**src/rtl/reorder_buffer.sv**
```systemverilog
// rtl/reorder_buffer.sv - in-order retirement queue with registered commit and mispredict flush
module reorder_buffer #(
   parameter int ROB_WIDTH    = 4,
   parameter int EX_REG_WIDTH = 6,
   parameter int NON_REG      = 32
) (
   input  logic                    clk_in,
   input  logic                    rst_in,
   input  logic                    rdy_in,
   input  logic                    DP2ROB_en,
   input  logic [EX_REG_WIDTH-1:0] DP2ROB_rd,
   input  logic                    DP2ROB_is_branch,
   input  logic                    DP2ROB_pred_taken,
   input  logic [31:0]             DP2ROB_alt_pc,
   output logic                    ROB2DP_full,
   output logic [ROB_WIDTH-1:0]    ROB2DP_index,
   input  logic [ROB_WIDTH-1:0]    DP2ROB_q1_idx,
   input  logic [ROB_WIDTH-1:0]    DP2ROB_q2_idx,
   output logic                    ROB2DP_q1_ready,
   output logic [31:0]             ROB2DP_q1_value,
   output logic                    ROB2DP_q2_ready,
   output logic [31:0]             ROB2DP_q2_value,
   input  logic                    CDB2ROB_en,
   input  logic [ROB_WIDTH-1:0]    CDB2ROB_index,
   input  logic [31:0]             CDB2ROB_value,
   input  logic                    CDB2ROB_taken,
   output logic                    ROB2RF_en,
   output logic [ROB_WIDTH-1:0]    ROB2RF_ROB_index,
   output logic [31:0]             ROB2RF_value,
   output logic [EX_REG_WIDTH-1:0] ROB2RF_rd,
   output logic                    ROB2RF_pre_judge,
   output logic                    ROB2IF_jump_en,
   output logic [31:0]             ROB2IF_jump_pc
);

   localparam int ROB_SIZE = 1 << ROB_WIDTH;
   localparam logic [EX_REG_WIDTH-1:0] NON_REG_CODE = EX_REG_WIDTH'(NON_REG);

   logic [ROB_WIDTH-1:0]    head_q, head_d, tail_q, tail_d;
   logic [ROB_WIDTH:0]      count_q, count_d;
   logic [ROB_SIZE-1:0]     busy_q, ready_q, is_branch_q, pred_q, taken_q;
   logic [31:0]             value_q  [ROB_SIZE];
   logic [31:0]             alt_pc_q [ROB_SIZE];
   logic [EX_REG_WIDTH-1:0] rd_q     [ROB_SIZE];

   logic                    rf_en_q, rf_en_d, pre_judge_q, pre_judge_d, jump_en_q, jump_en_d;
   logic [ROB_WIDTH-1:0]    rf_idx_q, rf_idx_d;
   logic [31:0]             rf_value_q, rf_value_d, jump_pc_q, jump_pc_d;
   logic [EX_REG_WIDTH-1:0] rf_rd_q, rf_rd_d;

   logic commit_ok, mispredict, do_pop, do_alloc, do_wb;

   assign ROB2DP_full  = (count_q == (ROB_WIDTH+1)'(ROB_SIZE));
   assign ROB2DP_index = tail_q;

   // Operand lookup sees a same-cycle CDB broadcast before it lands in the entry.
   always_comb begin
      ROB2DP_q1_ready = busy_q[DP2ROB_q1_idx] && ready_q[DP2ROB_q1_idx];
      ROB2DP_q1_value = value_q[DP2ROB_q1_idx];
      ROB2DP_q2_ready = busy_q[DP2ROB_q2_idx] && ready_q[DP2ROB_q2_idx];
      ROB2DP_q2_value = value_q[DP2ROB_q2_idx];
      if (CDB2ROB_en && CDB2ROB_index == DP2ROB_q1_idx) begin
         ROB2DP_q1_ready = 1'b1;
         ROB2DP_q1_value = CDB2ROB_value;
      end
      if (CDB2ROB_en && CDB2ROB_index == DP2ROB_q2_idx) begin
         ROB2DP_q2_ready = 1'b1;
         ROB2DP_q2_value = CDB2ROB_value;
      end
   end

   always_comb begin
      commit_ok  = (count_q != '0) && busy_q[head_q] && ready_q[head_q];
      mispredict = commit_ok && is_branch_q[head_q] && (taken_q[head_q] != pred_q[head_q]);
      do_pop     = commit_ok && !mispredict;
      do_alloc   = DP2ROB_en && !ROB2DP_full && !mispredict;
      do_wb      = CDB2ROB_en && busy_q[CDB2ROB_index] && !mispredict;

      head_d      = do_pop   ? head_q + ROB_WIDTH'(1) : head_q;
      tail_d      = do_alloc ? tail_q + ROB_WIDTH'(1) : tail_q;
      count_d     = count_q + (ROB_WIDTH+1)'(do_alloc) - (ROB_WIDTH+1)'(do_pop);
      rf_en_d     = do_pop;
      rf_idx_d    = rf_idx_q;
      rf_value_d  = rf_value_q;
      rf_rd_d     = rf_rd_q;
      pre_judge_d = 1'b1;
      jump_en_d   = 1'b0;
      jump_pc_d   = jump_pc_q;

      if (do_pop) begin
         rf_idx_d   = head_q;
         rf_value_d = value_q[head_q];
         rf_rd_d    = rd_q[head_q];
      end
      if (mispredict) begin
         head_d      = '0;
         tail_d      = '0;
         count_d     = '0;
         pre_judge_d = 1'b0;
         jump_en_d   = 1'b1;
         jump_pc_d   = alt_pc_q[head_q];
      end
   end

   always_ff @(posedge clk_in or negedge rst_in) begin
      if (!rst_in) begin
         head_q      <= '0;
         tail_q      <= '0;
         count_q     <= '0;
         busy_q      <= '0;
         ready_q     <= '0;
         is_branch_q <= '0;
         pred_q      <= '0;
         taken_q     <= '0;
         for (int i = 0; i < ROB_SIZE; i++) begin
            value_q[i]  <= '0;
            alt_pc_q[i] <= '0;
            rd_q[i]     <= NON_REG_CODE;
         end
         rf_en_q     <= 1'b0;
         rf_idx_q    <= '0;
         rf_value_q  <= '0;
         rf_rd_q     <= NON_REG_CODE;
         pre_judge_q <= 1'b1;
         jump_en_q   <= 1'b0;
         jump_pc_q   <= '0;
      end else if (!rdy_in) begin
         rf_en_q     <= 1'b0;
         pre_judge_q <= 1'b1;
         jump_en_q   <= 1'b0;
      end else begin
         head_q      <= head_d;
         tail_q      <= tail_d;
         count_q     <= count_d;
         rf_en_q     <= rf_en_d;
         rf_idx_q    <= rf_idx_d;
         rf_value_q  <= rf_value_d;
         rf_rd_q     <= rf_rd_d;
         pre_judge_q <= pre_judge_d;
         jump_en_q   <= jump_en_d;
         jump_pc_q   <= jump_pc_d;
         if (mispredict) begin
            busy_q <= '0;
         end else begin
            if (do_pop) busy_q[head_q] <= 1'b0;
            if (do_wb) begin
               ready_q[CDB2ROB_index] <= 1'b1;
               value_q[CDB2ROB_index] <= CDB2ROB_value;
               taken_q[CDB2ROB_index] <= CDB2ROB_taken;
            end
            if (do_alloc) begin
               busy_q[tail_q]      <= 1'b1;
               ready_q[tail_q]     <= 1'b0;
               rd_q[tail_q]        <= DP2ROB_rd;
               is_branch_q[tail_q] <= DP2ROB_is_branch;
               pred_q[tail_q]      <= DP2ROB_pred_taken;
               alt_pc_q[tail_q]    <= DP2ROB_alt_pc;
            end
         end
      end
   end

   assign ROB2RF_en        = rf_en_q;
   assign ROB2RF_ROB_index = rf_idx_q;
   assign ROB2RF_value     = rf_value_q;
   assign ROB2RF_rd        = rf_rd_q;
   assign ROB2RF_pre_judge = pre_judge_q;
   assign ROB2IF_jump_en   = jump_en_q;
   assign ROB2IF_jump_pc   = jump_pc_q;

endmodule

```
**config.mk**
```make
export PLATFORM = sky130hd
export DESIGN_NAME = reorder_buffer
export DESIGN_NICKNAME = d
export VERILOG_FILES = /design/src/rtl/reorder_buffer.sv
export SDC_FILE = /design/constraint.sdc
export NUM_CORES = 2
export LEC_CHECK = 0
export ABC_CLOCK_PERIOD_IN_PS = 5100
export CORE_UTILIZATION = 60
export DETAILED_ROUTE_END_ITERATION = 16
export MAX_ROUTING_LAYER = met4
export PLACE_DENSITY = 0.78
export REMOVE_ABC_BUFFERS = 1
export SLEW_MARGIN = 15
export SYNTH_ARGS = -nofsm -noshare
export SYNTH_HDL_FRONTEND = slang
export SYNTH_SLANG_ARGS = --single-unit
```
**constraint.sdc**
```tcl
create_clock -name clk_in -period 5.1 [get_ports clk_in]
set_input_delay 1.02 -clock clk_in [delete_from_list [all_inputs] [get_ports clk_in]]
set_output_delay 1.02 -clock clk_in [all_outputs]
set_load 0.03 [all_outputs]
```
==> run summary <==
## Status
• finished clean — status

## Floorplanning
• 121 — Core Rows
• 0.1123 mm^2 — die area
• 335.1 um — floorplan die width
• 60.80% — effective utilization at floorplan
• 238 — Top-Level Pins
• 0.1095 mm^2 — Core Footprint
• 335.1 um — Die Height

## GRT
• 32.41% — Tot GR Track Use
• 41482 — via count of the first global-routing pass
• 136 — largest net degree at the start of global routing
• 9 — initial antenna violation count
• 264.2 mm — first-pass GRT wire length
• 0 — total global routing overflow

## CTS
• 1290 — clock sink count
• 0.06 ns — CTS clk-pin slew, worst paths
• 0 — number of setup buffers added after CTS
• 0 — quantity of hold-fixing buffers added after cts
• 0.76 ns — worst-skew pair later-pin latency
• 139 — cts bufs inserted
• 4 — Clock H-tree levels
• yes — CTS tree
• 3 — maximum count of clock buffers along a single path
• clkbuf_16 — Root Driver
• 0 — number of resized instances in the post-cts repair step

## Detailed routing
• 5 — first drt pass iteration count
• 6.848 — DR vias/cell
• 0 — number of nets still failing antenna checks after routing
• 0 — post-detailed-route DRC marker count
• 169.8 mm — Detailed Route WL
• 3326 — drt initial violations
• 29.93 um — routed wire length per instance
• 38851 — number of vias after detailed routing

## Power
• 403.3 uV — maximum resistive drop on vdd
• 32.90 nW — leakage power
• 471.6 mW/mm^2 — total power density per cell area

## Cells and area
• 5673 — Non-Filler Instances
• 57.48% — share of cells above drive strength 1
• 69.07% — share of the core filled with cells
• 13.59% — Syn-to-layout area delta
• 4191 — NumNets Final

## Yosys
• 100.0% — Async S/R FF share, synth
• dfrtp_1 — top flip-flop cell by instance count after synthesis
• 1290 — number of synthesized register bits
• 3947 — Mapped Cells
• 0.06656 mm^2 — Post-Synthesis Cell Area
• 0 — Yosys warning count
• 16.86 um^2 — post-synthesis area per instance
• 48.54% — register area share after synthesis
• 58 — count of cell types in the netlist
• 0 — EDFF count, synth

## Worst setup path
• CDB2ROB_index[3] — CP Launch Point
• 3.63 ns — data arrival at the endpoint of the critical path
• 33 — critical path peak fanout
• input port — Worst Setup Start Kind
• 4.08 ns — data required time at the worst endpoint
• primary output — type of element capturing the critical path
• input port to primary output — critical path type
• head_q[0] — Worst R2R Start
• clkdlybuf4s50_1 > xor2_1 > nor4_2 > buf_12 > mux2_2 > clkdlybuf4s50_1 — crit-path cells
• clkdlybuf4s50_1 — worst-path cell with the longest stage delay
• 0.60 ns — max incr delay on CP
• buffers and inverters — CP top delay family
• 3 — CP Buf/Inv Count
• clkdlybuf4s50_1 — most frequent CP cell

## STA
• 33.28% — worst slew margin relative to its limit
• 215.0 MHz — highest clock rate
• 0 — Slew Limit Fails
• 0 — Final Hold Viols
• 91.22% — crit share post-route
• no — unrepaired setup endpoints after global routing
• 0 ns — setup total negative slack
• 1.001 ns — transition time at the pin with the least slew margin
• 4.652 ns — Tmin final
• 0.02737 ns — worst-case clock skew
• 0 — final number of setup-violating endpoints

## Placement
• 97.54 mm — placed wire-length estimate
• 5421 — number of placed instances, taps included
• 237 — Port-buffer cells
• 0.8677 — placer congestion estimate

## Worst hold path
• input port to asynchronous set/reset pin — classification of the worst-slack hold path

## Flow run
• 0 — Max Cap Violations

==> worst reg2reg max path, cell delays in order, from the launching register on <==
cell and delay [ns]:
dfrtp_4 0.73, mux2i_1 0.17, mux4_2 0.50, a2111oi_2 0.46, nand3_1 0.33, nor2_1 0.25, nor3_1 0.09, ha_1 0.29
inv_1 0.06, ha_1 0.16, inv_1 0.06, fa_1 0.42, inv_1 0.08, a21oi_1 0.06, o21bai_1 0.15, xnor2_1 0.09
a2111oi_0 0.38, a221o_1 0.16
==> state kept, by name, indices dropped and copies added (netlist names), 4 cells and up <==
name              cells
alt_pc_q            512
value_q             512
rd_q                 96
ROB2IF_jump_pc       32
ROB2RF_value         32
busy_q               16
is_branch_q          16
pred_q               16
ready_q              16
taken_q              16
ROB2RF_rd             6
count_q               5
ROB2DP_index          4
ROB2RF_ROB_index      4
head_q                4
==> Yosys cell counts, types with 2 or more instances <==
master,instances,area [um^2]
or3_1,2,12.51
buf_4,15,112.6
nand2b_1,5,31.28
buf_6,21,236.5
nand3_1,40,200.2
o22ai_1,5,31.28
mux2_1,79,889.6
nor2b_1,6,37.54
xor2_1,9,78.83
xnor2_1,6,52.55
o21ba_2,2,20.02
nand2_1,32,120.1
mux2_2,1227,13820
dfstp_2,18,473.0
a21oi_2,18,157.7
a211oi_2,6,75.07
o211a_1,2,20.02
a21oi_1,6,30.03
nor4_1,2,12.51
nor2_1,6,22.52
nand4_1,6,37.54
mux4_2,703,15830
and2_1,5,31.28
a21o_1,2,15.01
a31o_2,16,140.1
inv_1,14,52.55
dfrtp_1,1272,31830
nor3_1,5,25.02
a211oi_4,6,120.1
clkbuf_1,195,732.0
inv_2,2,7.510
buf_2,95,475.5
mux2i_1,6,60.06
o22a_1,14,122.6
and3_1,2,12.51
a22oi_1,5,37.54
ha_1,14,175.2
buf_1,58,217.7
==> cells in the final DEF (no fill, tap or decap), drive strengths merged, types with 2 or more instances in the layout <==
cell           instances
nand3                 40
and2                   5
nand2                 32
o21ba                  2
o22a                  14
or3                    2
dfrtp               1272
mux2                1306
xor2                  10
clkinvlp               4
a21o                   2
diode                  8
a2111oi                2
o211a                  2
and3                   2
nor2                   6
xnor2                  6
clkinv                24
bufinv                13
nor3                   6
a21oi                 24
nand4                  6
inv                   24
a31o                  16
clkdlybuf4s50        205
a22oi                  5
nor2b                  6
dfstp                 18
a211oi                13
ha                    14
nand2b                 5
clkbuf               195
mux4                 703
buf                  177
mux2i                  6
o22ai                  5
nor4                   2
==> metrics by stage <==
stage,power [W],setup slack [ns],hold WS [ns],cell area (um^2)
after global placement,0.02500,0.5195,0.4622,70920
final,0.03565,0.4477,0.2636,75600
after global routing,0.03729,0.2395,0.3177,75600
after detailed placement,0.02547,0.4860,0.4691,70920
after CTS,0.03586,0.4741,0.2981,75580
after floorplan,0.02287,-11.69,0.4527,64780
==> per-layer routing <==
metal	global-route usage (%)	vias up	wire length, um	share of wire [%]
met5	-	-	0	0
met4	11.24	0	5975	3.5
met3	5.457	378	11030	6.5
met2	51.68	1448	85620	50
met1	42.64	21254	67160	40
li1	-	15771	-	-
==> cell type report <==
cell class	instances	area (um^2)
multi-input combinational	2257	32660
tap	1476	1847
clock buffer	195	4033
sequential	1290	32310
timing repair buffer	382	4031
fill	7187	33860
inverter	16	65.06
clock inverter	49	629.4
antenna	8	20.02
==> path summary, 6_finish.rpt <==
kind	to	slack [ns]	cells after the start
worst max-delay path	ROB2DP_q2_value[5]	0.45	6
worst min-delay path	value_q[410]	0.26	1
worst max register to register	count_q[4]	0.61	17
worst min register to register	alt_pc_q[158]	0.48	1
max in group asynchronous	alt_pc_q[105]	3.51	2
min in group clk_in	alt_pc_q[158]	0.48	1
==> kinds of logic (layout without fill, tap and decap cells) <==
family,Yosys count,after routing,synth area share [%]
multiplexers,2015,2015,45.98
flip-flops,1290,1290,48.54
buffers and inverters,400,642,2.756
AND/OR/NAND/NOR,117,117,0.8930
AO/OA/AOI/OAI,94,94,1.323
XOR/XNOR,16,16,0.2218
adder cells (fa/ha/maj),15,15,0.2933
other,0,8,0
==> where the power goes <==
group          switching [W]  leakage (nW)  total, W  internal (W)
Combinational        0.00388          13.5   0.00993       0.00605
Clock                0.00415          2.30    0.0103       0.00617
Sequential           0.00204          17.1    0.0154        0.0134
Power figures use the tool's default switching activity.
